===== config.mk =====
export PLATFORM = sky130hd
export DESIGN_NAME = event_encoder_4_2
export DESIGN_NICKNAME = d
export VERILOG_FILES = /design/src/rtl/enc_pkg.sv /design/src/rtl/prio_enc_4_2.sv /design/src/rtl/event_encoder_4_2.sv
export SDC_FILE = /design/constraint.sdc
export NUM_CORES = 1
export LEC_CHECK = 0
export BUFFER_PORTS_ARGS = -buffer_cell sky130_fd_sc_hd__buf_2
export CORE_AREA = 3 3 40 42
export CTS_BUF_LIST = sky130_fd_sc_hd__clkbuf_4
export DETAILED_ROUTE_END_ITERATION = 8
export DIE_AREA = 0 0 43 45
export MAX_ROUTING_LAYER = met4
export PLACE_DENSITY = 0.66
export SLEW_MARGIN = 20
export SYNTH_ARGS = -nofsm -noshare
export SYNTH_HDL_FRONTEND = slang
export SYNTH_HIERARCHICAL = 1
export SYNTH_SLANG_ARGS = --single-unit

===== constraint.sdc =====
create_clock -name clk -period 4.9 [get_ports clk]
set_clock_uncertainty 0.2 [all_clocks]
set_input_delay 0.49 -clock clk [delete_from_list [all_inputs] [get_ports clk]]
set_output_delay 0.49 -clock clk [all_outputs]
set_load 0.005 [all_outputs]

===== src/rtl/enc_pkg.sv =====
// Shared constants and types for the 4-to-2 event encoder.
// Also holds the index-to-one-hot helper used for the pending-bit clear mask.
package enc_pkg;

  localparam int ENC_N     = 4;
  localparam int ENC_IDX_W = 2;

  typedef enum logic [0:0] {
    EMPTY = 1'b0,
    FULL  = 1'b1
  } enc_state_t;

  function automatic logic [ENC_N-1:0] enc_onehot(input logic [ENC_IDX_W-1:0] sel);
    logic [ENC_N-1:0] oh;
    case (sel)
      2'd0:    oh = 4'b0001;
      2'd1:    oh = 4'b0010;
      2'd2:    oh = 4'b0100;
      2'd3:    oh = 4'b1000;
      default: oh = 4'b0000;
    endcase
    return oh;
  endfunction

endpackage


===== src/rtl/prio_enc_4_2.sv =====
// Combinational 4-to-2 priority encoder: the highest set bit wins.
// sel is forced to 0 when no bit is set, so that case never leaves it undriven.
module prio_enc_4_2
  import enc_pkg::*;
(
  input  logic [ENC_N-1:0]     pend,
  output logic [ENC_IDX_W-1:0] sel,
  output logic                 any
);

  // Highest-index priority select
  always_comb begin
    sel = 2'd0;
    any = 1'b1;
    casez (pend)
      4'b1???: sel = 2'd3;
      4'b01??: sel = 2'd2;
      4'b001?: sel = 2'd1;
      4'b0001: sel = 2'd0;
      default: begin
        sel = 2'd0;
        any = 1'b0;
      end
    endcase
  end

endmodule


===== src/rtl/event_encoder_4_2.sv =====
// Sequential 4-to-2 event encoder: sticky pending bits drained highest-first
// as a 2-bit index over valid/ready, with a sticky overflow flag.
module event_encoder_4_2
  import enc_pkg::*;
#(
  parameter int N     = ENC_N,
  parameter int IDX_W = ENC_IDX_W
) (
  input  logic             clk,
  input  logic             rst_n,
  input  logic [N-1:0]     ev,
  output logic [IDX_W-1:0] idx,
  output logic             idx_valid,
  input  logic             idx_ready,
  input  logic             clr_ovf,
  output logic             ovf,
  output logic [N-1:0]     pend
);

  enc_state_t             state_r;
  logic [ENC_IDX_W-1:0]   sel_s;
  logic                   any_s;
  logic                   load_s;
  logic [N-1:0]           clr_mask_s;
  logic                   ovf_set_s;

  prio_enc_4_2 u_prio (
    .pend (pend),
    .sel  (sel_s),
    .any  (any_s)
  );

  // Load decision, clear mask and overflow detection
  always_comb begin
    load_s = any_s && ((state_r == EMPTY) || (idx_valid && idx_ready));
    if (load_s) begin
      clr_mask_s = enc_onehot(sel_s);
    end else begin
      clr_mask_s = {N{1'b0}};
    end
    // A line being loaded this cycle may re-pend without counting as lost
    ovf_set_s = |(ev & pend & ~clr_mask_s);
  end

  // Pending bits, overflow flag and output FSM
  always_ff @(posedge clk or negedge rst_n) begin
    if (!rst_n) begin
      state_r   <= EMPTY;
      idx       <= {IDX_W{1'b0}};
      idx_valid <= 1'b0;
      ovf       <= 1'b0;
      pend      <= {N{1'b0}};
    end else begin
      pend <= (pend & ~clr_mask_s) | ev;
      if (ovf_set_s) begin
        ovf <= 1'b1;
      end else if (clr_ovf) begin
        ovf <= 1'b0;
      end
      case (state_r)
        EMPTY: begin
          if (load_s) begin
            state_r   <= FULL;
            idx       <= sel_s;
            idx_valid <= 1'b1;
          end
        end
        FULL: begin
          if (idx_ready) begin
            if (load_s) begin
              idx <= sel_s;
            end else begin
              state_r   <= EMPTY;
              idx_valid <= 1'b0;
            end
          end
        end
        default: begin
          state_r   <= EMPTY;
          idx_valid <= 1'b0;
        end
      endcase
    end
  end

endmodule


==> flow_summary.ini, run 1 <==
[sta]
layout_setup_ws_ps = 2943
tightest_slew_ps = 208.2
max-slew-margin-rel_pct = 86.12
setup_tns_ps = 0
hold_viol = 0
rsz0062_at_grt = no
setup_viol = 0
clock.fmax_mhz = 510.9
period_minus_slack_ps = 1957
final-max-slew-violation-count = 0
fin_crit_sh_pct = 39.94

[global_route]
grt_max_degree = 10
grt_usage_pct = 10.47
antenna_found_initial = 0
grt_pass1_vias = 339
gr-total-overflow = 0
grt_pass1_wl_um = 1414

[synth]
synth_flop_cell = dfrtp_1
yosysTopAreaCell = dfrtp_1
syn_nets = 50
syn_inst = 42
ys_ff_latch = 9
synthDistinctLibCells = 20
synthArstFlopShare_pct = 100.0
yosys-top-cells-area = dfrtp_1 (52%), o21ai_0 (4.6%), inv_1 (4.3%)
yosysMostFrequentCell = dfrtp_1
synth.top_cells.by_count = dfrtp_1 (9), inv_1 (5), nand2_1 (4), o21ai_0 (4)
syn-cell-area_um2 = 432.9
syn_area_per_cell_um2 = 10.31
seq_area_frac_synth_pct = 52.02
yosysTopAreaCellShare_pct = 52.02
synth_edf_count = 0
ys_warn_count = 6

[placement]
port-buffer-count = 15
dp_cells = 72
place_congestion = 0.6903
dpl_worst_slack_ps = 2971
dp_hpwl_um = 680.2

[critical_path]
cp_top_family = simple AND/OR/NAND/NOR gates
r2r_cells = 4
r2r-start = pend[3]
critical_path_class = flip-flop to flip-flop
r2r_slack_ps = 2940
path_cells = or2_1 > or3_1 > nand2_1 > mux2_2
crit_path_start_kind = flip-flop
slowest_delay_ps = 440
cpMaxStageDelayCell = or3_1
arrival_ps = 1890
r2r-end = idx[0]
crit_cells = 4
crit_path_start = pend[3]
path_buf_inv = 0
path_max_fanout = 7
end_kind = flip-flop
crit_path_end = idx[0]
required_ps = 4830

[power]
netSwitchingFraction_pct = 23.42
p_seq_share_pct = 49.3
switchingPower_mw = 0.03897
pwr_density_cell_mw_per_mm2 = 293.6
intPower_mw = 0.1274
combPwrFrac_pct = 14.2
p_leak_nw = 0.2545
clock_power_share_pct = 36.4
vdd_ir_drop_max_v = 0.0001032

[layout]
area_growth_pct = 30.93
stdcell_count = 77
fillers = 125
fin_nets = 71
fin_util_pct = 44.11
antenna_cells = 0
drive_gt1_share_pct = 38.71

[detailed_routing]
ant_nets = 0
viasPerCell = 4.753
wl_um = 876
wl_per_cell_um = 11.38
drc = 0
drt_iter0_drc = 16
vias = 366
drt-pass1-iter-count = 4

[floorplanning]
die_h_um = 45
start_util_pct = 33.69
ios = 16
row_count = 13
die_w_um = 43
core_area_mm2 = 0.001285
die_area_mm2 = 0.001935

[cts]
postCtsSetupRepairBufs = 0
cts_buffer_depth = 2
clock_latency_ps = 250
path_clk_slew_ps = 60
numCtsBuffers = 3
ctsResizeCount = 0
holdBufCountCts = 1
htree_levels = 1
cts_root_buf = clkbuf_4
cts_num_sinks = 9
cts_tree = built

[run]
maxCapViolations = 0

[outcome]
status = finished clean

[min_path]
hold_path.class = input port to flip-flop
==> cells by family (layout without fill, tap and decap cells) <==
logic type             Yosys count  after routing  synth area share (%)
buffers and inverters            5             25                 4.336
DFF                              9              9                 52.02
AOI/OAI and AO/OA               14             14                 25.14
muxes                            1              1                 2.601
and+or+nand+nor                 13             13                 15.90
==> sequential cells by signal, summed over array words and instances, names as in the netlist <==
signal     count
idx            2
ovf            1
state_r        1
pend           4
idx_valid      1
==> metrics by stage <==
stage          hold slack (ps)  cell area (µm²)  total power, mW
3_3_place_gp             150.8            526.8           0.1068
4_1_cts                  221.0            566.8           0.1708
5_1_grt                  222.5            566.8           0.1767
6_report                 232.0            566.8           0.1664
3_5_place_dp             156.3            526.8           0.1071
2_1_floorplan           -5.591            432.9          0.09558
==> worst min-delay path by stage <==
stage | startpoint | end | slack (ps) | depth (start not counted)
after floorplan | rst_n | idx[0] | -6 | 0
final | ev[1] | pend[1] | 230 | 3
after CTS | ev[0] | pend[0] | 220 | 2
after global routing | ev[0] | pend[0] | 220 | 2
after detailed placement | rst_n | state_r | 160 | 1
after global placement | rst_n | state_r | 150 | 1
==> cell type report <==
cell class                 instances  area (µm²)  share of cell area [%]
clock buffer                       4       30.03                   5.298
inverter                           5       18.77                   3.311
multi-input combinational         28       188.9                   33.33
sequential                         9       225.2                   39.74
tap                               15       18.77                   3.311
timing repair buffer              16       85.08                   15.01
==> metal layers <==
layer  track usage, %  part of all wire, %  up-vias
li1                 -                    -      190
met1            12.84                   50      166
met2            14.37                   43        8
met3            2.390                  5.3        2
met4            9.036                  1.1        0
met5                -                    0        -
==> layout by cell type, fill, tap and decap left out <==
| cell | instances |
|---|---|
| a211oi_2 | 1 |
| a21bo_4 | 1 |
| a21o_1 | 2 |
| a21o_2 | 1 |
| a21oi_1 | 1 |
| a32oi_1 | 2 |
| buf_2 | 15 |
| clkbuf_4 | 4 |
| dfrtp_1 | 9 |
| dlygate4sd3_1 | 1 |
| inv_1 | 5 |
| mux2_2 | 1 |
| nand2_1 | 4 |
| nand2b_1 | 2 |
| nand3_1 | 1 |
| nand3_2 | 1 |
| nand4_1 | 1 |
| nor2_1 | 2 |
| o21ai_0 | 4 |
| o21ai_1 | 1 |
| o221ai_1 | 1 |
| or2_1 | 1 |
| or3_1 | 1 |
==> worst reg2reg max path: cells and delay by family (launching register included) <==
kind          cells  cell delay (ps)
flops             1              430
mux               1              340
simple gates      3              880
==> power groups by stage <==
| stage | Combinational [mW] | Clock, mW | Sequential, mW |
|---|---|---|---|
| final | 0.0237 | 0.0607 | 0.0821 |
| after global routing | 0.0262 | 0.0679 | 0.0825 |
| after CTS | 0.0242 | 0.0645 | 0.0821 |
| after detailed placement | 0.0235 | 0 | 0.0835 |
| after global placement | 0.0233 | 0 | 0.0835 |
| after floorplan | 0.0119 | 0 | 0.0837 |
(Power assumes the default switching activity.)
==> run 2, diff against run 1 <==
PLACE_DENSITY = 0.68   (was 0.66)
clock period = 1.7 ns   (was 4.9 ns; I/O delays follow)
==> run 2 against run 1 <==
Compared with the run above:
- the flow now finishes with violations (setup timing)
- setup slack lost 3000 ps
- sequential cell count did not move
- cell count increased by 12%
- largest power group unchanged
- hold slack got worse by 220 ps
- final area grew 20%
- power grew to 3.1 times the previous value
- sequential power grew to 2.9 times the previous value
- first-iteration DRC count decreased by 94%
- die area did not move
- critical path type unchanged
- clock-buffer cell count did not move
- non-clock buffer count increased by 9
- sequential share of layout area down 6.6 points
==> flow_summary.ini, run 2 (synthesized netlist as in run 1, its figures left out) <==
[critical_path]
cpMaxStageDelayCell = dfrtp_1
arrival_ps = 1680
r2r_slack_ps = -9
path_max_fanout = 4
path_buf_inv = 1
required_ps = 1670
slowest_delay_ps = 380
path_cells = or2_4 > or3_4 > buf_6 > nand3_1 > a32oi_1 > o221ai_1
r2r-end = ovf
r2r-start = pend[2]
critical_path_class = flip-flop to flip-flop
cp_top_family = simple AND/OR/NAND/NOR gates
end_kind = flip-flop
crit_path_start_kind = flip-flop
r2r_cells = 6

[global_route]
met2_usage_pct = 20.96
grt_pass1_wl_um = 1690
antenna_found_initial = 0
grtUsageMet3_pct = 5.976
grt-busiest-layer = met2
grt_usage_pct = 12.40
grt_max_degree = 10
grtUsageMet1_pct = 12.94
gr-total-overflow = 0
grt_pass1_vias = 420

[floorplanning]
core_area_mm2 = 0.001285
die_h_um = 45
row_count = 13
ios = 16
die_w_um = 43
start_util_pct = 33.69
die_area_mm2 = 0.001935

[cts]
cts_buffer_depth = 2
cts_num_sinks = 9
clock_latency_ps = 250
path_clk_slew_ps = 60
htree_levels = 1
numCtsBuffers = 3
cts_root_buf = clkbuf_4
postCtsSetupRepairBufs = 0
cts_tree = built

[placement]
port-buffer-count = 15
dpl_worst_slack_ps = -10.63
place_congestion = 0.7829
dp_hpwl_um = 757.5

[sta]
setup_viol = 2
period_minus_slack_ps = 1709
hold_viol = 0
fin_crit_sh_pct = 100.6
final-max-slew-violation-count = 0
max-slew-margin-rel_pct = 86.10
hold_ws_ps = 8.258
tightest_slew_ps = 208.5
rsz0062_at_grt = yes
layout_setup_ws_ps = -9.463
clock.fmax_mhz = 585.0

[detailed_routing]
drc = 0
wl_um = 1043
wl_per_cell_um = 12.13
drt_iter0_drc = 1
vias = 419
ant_nets = 0
drt-pass1-iter-count = 2
viasPerCell = 4.872

[layout]
reg_top3 = pend x4, idx x2
area_growth_pct = 57.23
layout_common_cells = buf_2 (15), dfrtp_1 (9), dlygate4sd3_1 (6)
top_register = pend
drive_gt1_share_pct = 46.48
layout_commonest_cell = buf_2
largest_reg_flops = 4
fin_nets = 80
antenna_cells = 0
fin_util_pct = 52.97

[min_path]
hold_path_end = ovf
hold_path.class = input port to flip-flop
holdPathStages = 4
min_from = clr_ovf

[run]
maxCapViolations = 0

[power]
p_leak_nw = 0.3061
p_total_mw = 0.5107
vdd_ir_drop_max_v = 0.0004179
pwr_density_cell_mw_per_mm2 = 750.3

[outcome]
status = finished, violations left
violations = setup timing
## run 2: cell types whose count changed in the layout (fill, tap and decap cells not counted), sizes merged
cell,previous run,this run
buf,15,19
dlygate4sd3,1,6
## run 2: area by class of cell
type                            count  area [µm²]
Sequential cell                     9       225.2
Multi-Input combinational cell     28       219.0
Clock buffer                        4       30.03
Timing Repair Buffer               25       168.9
Inverter                            5       18.77
Fill cell                         117       604.3
Tap cell                           15       18.77
## run 2: metal layers
layer	wire, µm	vias to the layer above
li1	-	209
met1	450	197
met2	528	13
met3	64	0
met4	0	0
met5	0	-
## run 2: how the worst max path moves through the flow
stage / start / endpoint / slack (ps) / cells past startpoint
final: pend[2] / ovf / -9 / 6
after global routing: pend[2] / ovf / -50 / 5
after CTS: pend[2] / ovf / -20 / 6
after detailed placement: pend[2] / idx[0] / -10 / 4
after global placement: pend[2] / idx[0] / 20 / 4
after floorplan: pend[3] / idx[0] / -70 / 4
## run 2: timing repair
action                                  CTS  global route
endpoints found under the hold margin    15             0
endpoints found under the setup margin    3             3
hold buffers                              6             0
resized for setup                         2             4
## run 2: tightest hold or removal path, cell delays in order
cell,delay (ps)
buf_2,90
inv_1,40
a32oi_1,50
o221ai_1,70
## run 2: report_power, final
part | leakage [nW] | switching (mW) | internal, mW
clock | 0.0184 | 0.0707 | 0.106
combinational | 0.202 | 0.0447 | 0.0545
sequential | 0.0855 | 0.00781 | 0.227
## run 2: through the flow
| step | instances | instance area, µm² | setup TNS [ps] |
|---|---|---|---|
| after floorplan | 42 | 442.9 | -72.45 |
| after detailed placement | 76 | 566.8 | -10.63 |
| final | 86 | 680.7 | -18.04 |
| after global placement | 76 | 566.8 | 0 |
| after CTS | 86 | 665.6 | -27.85 |
| after global routing | 86 | 680.7 | -68.18 |
